File: config.mk
export PLATFORM = sky130hd
export DESIGN_NAME = uart_ctrl
export DESIGN_NICKNAME = d
export VERILOG_FILES = /design/src/rtl/uart_pkg.sv /design/src/rtl/uart_tx_fifo.sv /design/src/rtl/uart_ctrl.sv
export SDC_FILE = /design/constraint.sdc
export NUM_CORES = 1
export LEC_CHECK = 0
export BUFFER_PORTS_ARGS = -buffer_cell sky130_fd_sc_hd__buf_2
export CAP_MARGIN = 15
export CORE_MARGIN = 2
export CORE_UTILIZATION = 47
export DETAILED_ROUTE_END_ITERATION = 8
export GPL_TIMING_DRIVEN = 0
export PLACE_DENSITY = 0.69
export SYNTH_ARGS = -nofsm -noshare
export SYNTH_HDL_FRONTEND = slang
export SYNTH_SLANG_ARGS = --single-unit
File: constraint.sdc
create_clock -name sysclk -period 2.9 [get_ports sysclk]
set_input_delay 0.145 -clock sysclk [delete_from_list [all_inputs] [get_ports sysclk]]
set_output_delay 0.145 -clock sysclk [all_outputs]
set_load 0.1 [all_outputs]
File: src/rtl/uart_pkg.sv
// Shared constants for the UART controller: bus register map, CON bit layout
// and the TX sequencer state encoding.
package uart_pkg;

  localparam logic [1:0] ADDR_TXD = 2'd0;
  localparam logic [1:0] ADDR_RXD = 2'd1;
  localparam logic [1:0] ADDR_CON = 2'd2;

  localparam int CON_TX_FULL   = 0;
  localparam int CON_TX_BUSY   = 1;
  localparam int CON_RX_VALID  = 2;
  localparam int CON_RX_OVR    = 3;
  localparam int CON_TX_OVF    = 4;
  localparam int CON_RX_IRQ_EN = 5;
  localparam int CON_TX_IRQ_EN = 6;
  localparam int CON_CNT_LSB   = 7;

  // RETRY is the single low cycle on uart_tx_en after a launch times out.
  typedef enum logic [1:0] {
    TX_IDLE   = 2'd0,
    TX_LAUNCH = 2'd1,
    TX_RETRY  = 2'd2,
    TX_BUSY   = 2'd3
  } tx_state_t;

endpackage

File: src/rtl/uart_tx_fifo.sv
// Byte FIFO for outgoing UART data. The head is readable combinationally so a
// pop and the capture of the popped byte happen in the same cycle.
module uart_tx_fifo #(
  parameter int DEPTH = 4,
  parameter int AW    = $clog2(DEPTH),
  parameter int CW    = AW + 1
) (
  input  logic          i_clk,
  input  logic          i_srst,
  input  logic          i_push,
  input  logic [7:0]    i_data,
  input  logic          i_pop,
  output logic [7:0]    o_head,
  output logic [CW-1:0] o_count,
  output logic          o_full,
  output logic          o_empty
);

  logic [7:0]    r_mem [DEPTH];
  logic [AW-1:0] r_wr_ptr;
  logic [AW-1:0] r_rd_ptr;
  logic [CW-1:0] r_count;
  logic          w_do_push;
  logic          w_do_pop;

  assign o_full    = (r_count == CW'(DEPTH));
  assign o_empty   = (r_count == '0);
  assign o_count   = r_count;
  assign o_head    = r_mem[r_rd_ptr];
  assign w_do_push = i_push & ~o_full;
  assign w_do_pop  = i_pop & ~o_empty;

  always_ff @(posedge i_clk) begin
    if (w_do_push) begin
      r_mem[r_wr_ptr] <= i_data;
    end
  end

  // Pointers wrap naturally because DEPTH is a power of two.
  always_ff @(posedge i_clk) begin
    if (i_srst) begin
      r_wr_ptr <= '0;
      r_rd_ptr <= '0;
      r_count  <= '0;
    end else begin
      if (w_do_push) r_wr_ptr <= r_wr_ptr + AW'(1);
      if (w_do_pop)  r_rd_ptr <= r_rd_ptr + AW'(1);
      case ({w_do_push, w_do_pop})
        2'b10:   r_count <= r_count + CW'(1);
        2'b01:   r_count <= r_count - CW'(1);
        default: r_count <= r_count;
      endcase
    end
  end

endmodule

File: src/rtl/uart_ctrl.sv
// Memory-mapped UART controller: TX FIFO plus launch/handshake sequencer,
// RX byte capture with overrun tracking, CON register and interrupt.
module uart_ctrl
  import uart_pkg::*;
#(
  parameter int TX_DEPTH      = 4,
  parameter int START_TIMEOUT = 1023
) (
  input  logic        sysclk,
  input  logic        reset,
  input  logic [1:0]  addr,
  input  logic        wr_en,
  input  logic [31:0] wr_data,
  input  logic        rd_en,
  output logic [31:0] rd_data,
  output logic        irq,
  output logic [7:0]  uart_tx_data,
  output logic        uart_tx_en,
  input  logic        uart_tx_status,
  input  logic [7:0]  uart_rx_data,
  input  logic        uart_rx_status
);

  localparam int CNT_W = $clog2(TX_DEPTH) + 1;
  localparam int TO_W  = $clog2(START_TIMEOUT + 1);

  logic             r_tx_s1, r_tx_s2;
  logic             r_rx_s1, r_rx_s2, r_rx_s3;
  tx_state_t        r_state;
  tx_state_t        w_state_next;
  logic [TO_W-1:0]  r_to_cnt;
  logic             r_tx_en;
  logic [7:0]       r_tx_data;
  logic [7:0]       r_rx_buf;
  logic             r_rx_valid, r_rx_ovr, r_tx_ovf;
  logic             r_rx_irq_en, r_tx_irq_en, r_irq;

  logic             w_tx_s, w_rx_rise;
  logic             w_txd_wr, w_rxd_rd, w_con_wr;
  logic             w_pop, w_full, w_empty, w_tx_busy;
  logic [7:0]       w_head;
  logic [CNT_W-1:0] w_count;
  logic [31:0]      w_con;
  logic             w_unused;

  assign w_tx_s    = r_tx_s2;
  assign w_rx_rise = r_rx_s2 & ~r_rx_s3;
  assign w_txd_wr  = wr_en & (addr == ADDR_TXD);
  assign w_con_wr  = wr_en & (addr == ADDR_CON);
  assign w_rxd_rd  = rd_en & (addr == ADDR_RXD);
  assign w_tx_busy = (r_state != TX_IDLE) | ~w_empty;
  assign w_unused  = ^wr_data[31:8];

  uart_tx_fifo #(.DEPTH(TX_DEPTH)) u_fifo (
    .i_clk   (sysclk),
    .i_srst  (reset),
    .i_push  (w_txd_wr),
    .i_data  (wr_data[7:0]),
    .i_pop   (w_pop),
    .o_head  (w_head),
    .o_count (w_count),
    .o_full  (w_full),
    .o_empty (w_empty)
  );

  // tx_s resets high so an idle sender is assumed until proven otherwise.
  always_ff @(posedge sysclk) begin
    if (reset) begin
      r_tx_s1 <= 1'b1;
      r_tx_s2 <= 1'b1;
      r_rx_s1 <= 1'b0;
      r_rx_s2 <= 1'b0;
      r_rx_s3 <= 1'b0;
    end else begin
      r_tx_s1 <= uart_tx_status;
      r_tx_s2 <= r_tx_s1;
      r_rx_s1 <= uart_rx_status;
      r_rx_s2 <= r_rx_s1;
      r_rx_s3 <= r_rx_s2;
    end
  end

  always_comb begin
    w_state_next = r_state;
    w_pop        = 1'b0;
    case (r_state)
      TX_IDLE: begin
        if (!w_empty && w_tx_s) begin
          w_pop        = 1'b1;
          w_state_next = TX_LAUNCH;
        end
      end
      TX_LAUNCH: begin
        if (!w_tx_s) begin
          w_state_next = TX_BUSY;
        end else if (r_to_cnt == TO_W'(START_TIMEOUT - 1)) begin
          w_state_next = TX_RETRY;
        end
      end
      TX_RETRY: w_state_next = TX_LAUNCH;
      TX_BUSY: begin
        if (w_tx_s) w_state_next = TX_IDLE;
      end
      default: w_state_next = TX_IDLE;
    endcase
  end

  // uart_tx_en is registered from the next state so the sender sees a clean level.
  always_ff @(posedge sysclk) begin
    if (reset) begin
      r_state   <= TX_IDLE;
      r_to_cnt  <= '0;
      r_tx_en   <= 1'b0;
      r_tx_data <= 8'h00;
    end else begin
      r_state <= w_state_next;
      r_tx_en <= (w_state_next == TX_LAUNCH);
      if (w_pop) r_tx_data <= w_head;
      if (r_state == TX_LAUNCH && w_state_next == TX_LAUNCH) begin
        r_to_cnt <= r_to_cnt + TO_W'(1);
      end else begin
        r_to_cnt <= '0;
      end
    end
  end

  // A capture always beats a same-cycle read clear; sticky flags favour set over clear.
  always_ff @(posedge sysclk) begin
    if (reset) begin
      r_rx_buf    <= 8'h00;
      r_rx_valid  <= 1'b0;
      r_rx_ovr    <= 1'b0;
      r_tx_ovf    <= 1'b0;
      r_rx_irq_en <= 1'b0;
      r_tx_irq_en <= 1'b0;
      r_irq       <= 1'b0;
    end else begin
      if (w_rx_rise) r_rx_buf <= uart_rx_data;
      r_rx_valid <= w_rx_rise | (r_rx_valid & ~w_rxd_rd);
      r_rx_ovr   <= (w_rx_rise & r_rx_valid & ~w_rxd_rd) |
                    (r_rx_ovr & ~(w_con_wr & wr_data[CON_RX_OVR]));
      r_tx_ovf   <= (w_txd_wr & w_full) |
                    (r_tx_ovf & ~(w_con_wr & wr_data[CON_TX_OVF]));
      if (w_con_wr) begin
        r_rx_irq_en <= wr_data[CON_RX_IRQ_EN];
        r_tx_irq_en <= wr_data[CON_TX_IRQ_EN];
      end
      r_irq <= (r_rx_irq_en & r_rx_valid) | (r_tx_irq_en & ~w_tx_busy);
    end
  end

  always_comb begin
    w_con                          = '0;
    w_con[CON_TX_FULL]             = w_full;
    w_con[CON_TX_BUSY]             = w_tx_busy;
    w_con[CON_RX_VALID]            = r_rx_valid;
    w_con[CON_RX_OVR]              = r_rx_ovr;
    w_con[CON_TX_OVF]              = r_tx_ovf;
    w_con[CON_RX_IRQ_EN]           = r_rx_irq_en;
    w_con[CON_TX_IRQ_EN]           = r_tx_irq_en;
    w_con[CON_CNT_LSB +: CNT_W]    = w_count;
  end

  always_comb begin
    rd_data = '0;
    case (addr)
      ADDR_TXD: rd_data = {24'b0, r_tx_data};
      ADDR_RXD: rd_data = {24'b0, r_rx_buf};
      ADDR_CON: rd_data = w_con;
      default:  rd_data = '0;
    endcase
  end

  assign irq          = r_irq;
  assign uart_tx_en   = r_tx_en;
  assign uart_tx_data = r_tx_data;

endmodule
==> results.md <==
- The run finished with clean final reports.
- The most frequent standard cell in the layout excluding fill and tap cells is sky130_fd_sc_hd__dfxtp_1.
- Summing the sequential cell areas from Yosys gives around 54% of the chip area.
- Headroom to the max-slew limit came out at 60.5%.
- The clock tree root buffer cell is sky130_fd_sc_hd__clkbuf_8.
- The wire length after detailed routing is 7400 microns.
- Once detail routing completed, the nets flagged for antenna violations numbered 0.
- The count of flip-flops with a built-in enable after synthesis is 32.
- At the placement stage, the worst setup path has a slack of ~0.62 ns.
- STA classifies the critical path startpoint as a flop.
- The number of different library cells used by synthesis comes to 51.
- The number of optimization iterations in the first detailed-route pass is 4.
- The worst hold path belongs to the class in2reg.
- The final net count is 462.
- The start point of the critical path is u_fifo.o_count[0].
- The total clock sinks is just under 80.
- The clock latency at the later pin of the worst-skew pair is roughly 0.34 ns.
- After global routing the overflow that remains totals 0.
- The startpoint identified for the worst hold timing path is wr_data[2].
- The via-per-instance ratio is between 5 and 6.
- For this run, the number of Yosys warnings is 0.
- The sequential cell area in the final layout is 1900 sq um.
- The maximum operating frequency is 0.430 GHz.
- The number of hold violations in the final report was 0.
- The die covers ~8200 sq um.
- The fraction of final layout cells sized beyond drive strength 1 is about a quarter.
- After filler insertion, the fill cell instance count of the layout stands at between 600 and 700.
- The core utilization of the finished layout is a little under three fifths.
- The met3 track utilization from global routing is under 10%.
- For this configuration, the core starts out at a cell density of 48.6%.
- The synthesized design spends more area on one cell type than any other, namely sky130_fd_sc_hd__edfxtp_1.
- Global routing consumed, on the met2 layer, approximately a third of the routing resources.
- The pin count of the biggest net entering global routing is 15.
- After synthesis the cells add up to roughly 3500 sq um.
- The share of synthesized area in the top cell type comes to 27.1%.
- The overall global routing resource usage is a little under a fifth.
- The cell count after synthesis is 330.
- The tool flagged a number of max-cap violations equal to 0.
- The clock tree from TritonCTS is done.
- The port buffer count is 43.
- The half-perimeter wire length after detailed placement is ~5300 microns.
- The post-synthesis average cell area is around 11 sq um.
- The data required time of the worst path is ~3.2 ns.
- The detailed-route wire length per cell is approximately 15 microns.
- The number of buffers inserted by post-CTS setup repair is 0.
- The worst flop-to-flop path startpoint is u_fifo.o_count[0].
- Synthesis inferred between 70 and 80 register bits.
- After synthesis, the cell types taking the most area are sky130_fd_sc_hd__edfxtp_1 (27%), sky130_fd_sc_hd__dfxtp_1 (27%), sky130_fd_sc_hd__mux4_2 (5.1%).
- The number of cell rows is 31.
- On the final layout, the worst hold slack is 0.0194 ns.
- The number of endpoints failing setup at the final stage is 0.
- The critical path start-end classification is reg2reg.
- The clock slew at the register clock pins of the worst setup and hold paths is 0.08 ns.
- The placed instance count is slightly below 500.
- In this run the deepest clock path goes through 2 buffers.
- The share of async-settable or async-resettable flops after synthesis is 0%.
- The maximum level of the CTS H-tree is 3.
- The total count of max-transition violations in the final report is 0.
- The met1 usage is between 20% and 30%.
- The share of the clock period used by the worst path is about four fifths.
- The antenna cell count is 0.
- The post-cts resize count is 0.
- The chip height is around 91 microns.
- The floorplan step defined a core boundary enclosing around 7300 sq um.
- The die extent in x is a little over 90 microns.
- Setup slack closes at 0.575 ns.
- The area of all placed cells without fillers is about 4200 sq um.
- The multi-input logic area is 1430 sq um.
- The number of placed I/O pins is 90.
- The leakage power is 1.62 nW.
- The maximum fanout encountered on the critical timing path is 10.
- Once layout is complete, the cells apart from fillers number about 500.
- met2 is the most crowded layer.
- The post-route minimum period is about 2.3 ns.
- The routability congestion estimate is around 0.83.
- Power spread over the standard cell area amounts to 881 nW/um^2.
- The maximum vdd drop is between 0.4 and 0.5 mV.
- For the pin with the worst max-slew slack, the measured transition is just under 0.6 ns.
- Once placement finished, the instance area stood at 3960 sq um.
- The worst path arrival time is approximately 2.6 ns.
- The overall power after layout is ~3.7 mW.
- The worst setup path is captured at a flop.
- The number of global-route vias before repair is 2558.
- The maximum clock skew at final layout is about 0.013 ns.
- The total CTS buffers is 9.
- The library cells used most frequently in the layout, excluding fill and tap cells, are sky130_fd_sc_hd__dfxtp_1 (47), sky130_fd_sc_hd__buf_2 (46), sky130_fd_sc_hd__a21oi_1 (33).
- Setup repair after global routing left no endpoint under its margin.
- The summed negative setup slack over all endpoints is 0 ns.
- The detailed router finished its first iteration with about 130 violations.
- The dominant synthesized flop cell is sky130_fd_sc_hd__dfxtp_1.
- The first-pass GRT wire length is between 10000 and 15000 microns.
- The overall via count from detail_route is roughly 2600.
- The post-route DRC violation count is 0.
- The area growth from synthesis to layout is 18.3%.
- The number of antenna violations at the first check in global routing came to 0.
[Yosys cell counts (2+ instances only)]
cell type and number:
sky130_fd_sc_hd__inv_1 11, sky130_fd_sc_hd__a21oi_1 33, sky130_fd_sc_hd__buf_2 3, sky130_fd_sc_hd__mux2i_1 8, sky130_fd_sc_hd__dfxtp_1 47, sky130_fd_sc_hd__or4_1 2, sky130_fd_sc_hd__clkbuf_1 7, sky130_fd_sc_hd__o21ai_0 21
sky130_fd_sc_hd__buf_4 23, sky130_fd_sc_hd__o22ai_1 3, sky130_fd_sc_hd__and3_1 5, sky130_fd_sc_hd__nand2_1 29, sky130_fd_sc_hd__a31oi_1 4, sky130_fd_sc_hd__nor2_1 15, sky130_fd_sc_hd__or3_1 6, sky130_fd_sc_hd__ha_1 7
sky130_fd_sc_hd__mux4_2 8, sky130_fd_sc_hd__nand3_1 15, sky130_fd_sc_hd__xor2_1 3, sky130_fd_sc_hd__clkbuf_2 2, sky130_fd_sc_hd__or2_2 3, sky130_fd_sc_hd__buf_1 3, sky130_fd_sc_hd__o211ai_1 3, sky130_fd_sc_hd__o31ai_1 4
sky130_fd_sc_hd__edfxtp_1 32, sky130_fd_sc_hd__nor2b_1 6, sky130_fd_sc_hd__nand2b_1 2, sky130_fd_sc_hd__nor3_1 2
[final timing paths]
kind | endpoint | slack, ns | depth (start not counted)
worst min register to register | r_tx_s2 | 0.41 | 1
worst min-delay path | u_fifo.r_mem[2][2] | 0.02 | 1
worst max-delay path | u_fifo.o_count[2] | 0.57 | 10
worst max register to register | u_fifo.o_count[2] | 0.57 | 10
[layer usage]
layer  routed length [microns]  up-vias  share of wire (%)
met3                       406        4                5.5
met1                      3200     1256                 43
met4                        80        0                1.1
met5                         0        -                  0
li1                          -     1296                  -
met2                      3710       67                 50
[logic make-up (layout without fill, tap and decap cells)]
family,after synthesis,count (layout),synth area share [%]
xor gates and xnor gates,4,4,0.990
buffers and inverters,50,110,8.13
other,1,22,0.106
and+or+nand+nor,96,96,14.2
DFF,79,79,53.7
muxes,16,16,7.35
adders and majority gates,8,8,3.04
AOI/OAI and AO/OA,76,76,12.4
[registers in the layout, summed over array words and instances (netlist names)]
signal and flops:
irq 1, r_rx_buf 8, r_rx_irq_en 1, r_rx_ovr 1
r_rx_s1 1, r_rx_s2 1, r_rx_s3 1, r_rx_valid 1
r_state 2, r_to_cnt 10, r_tx_irq_en 1, r_tx_ovf 1
r_tx_s1 1, r_tx_s2 1, u_fifo.o_count 3, u_fifo.r_mem 32
u_fifo.r_rd_ptr 2, u_fifo.r_wr_ptr 2, uart_tx_data 8, uart_tx_en 1
[critical path, cell delays in order, from the launching register on]
cell,delay [ns]
sky130_fd_sc_hd__dfxtp_1,0.32
sky130_fd_sc_hd__clkbuf_2,0.19
sky130_fd_sc_hd__o31ai_1,0.12
sky130_fd_sc_hd__clkbuf_2,0.19
sky130_fd_sc_hd__nor2_1,0.20
sky130_fd_sc_hd__ha_1,0.21
sky130_fd_sc_hd__inv_1,0.06
sky130_fd_sc_hd__fa_1,0.37
sky130_fd_sc_hd__xor2_1,0.16
sky130_fd_sc_hd__or3_1,0.30
sky130_fd_sc_hd__a21oi_1,0.14
[layout make-up]
class	count	area share (%)
multi-input combinational	222	34.1
timing repair buffer	44	5.38
clock buffer	10	3.05
clock inverter	6	2.21
buffer	39	5.88
tap	99	2.96
sequential	79	45.4
inverter	11	0.986
[power by group]
group          internal [mW]  switching (mW)  total, mW
clock network          0.491           0.409      0.900
logic                  0.355            1.07       1.43
registers               1.26           0.104       1.36
[timing repair]
item / in CTS / in global routing
hold buffers: 1 / 0
setup endpoints to repair: 0 / 0
hold endpoints to repair: 1 / 0
Note: power is estimated with default switching activity, not from simulation.
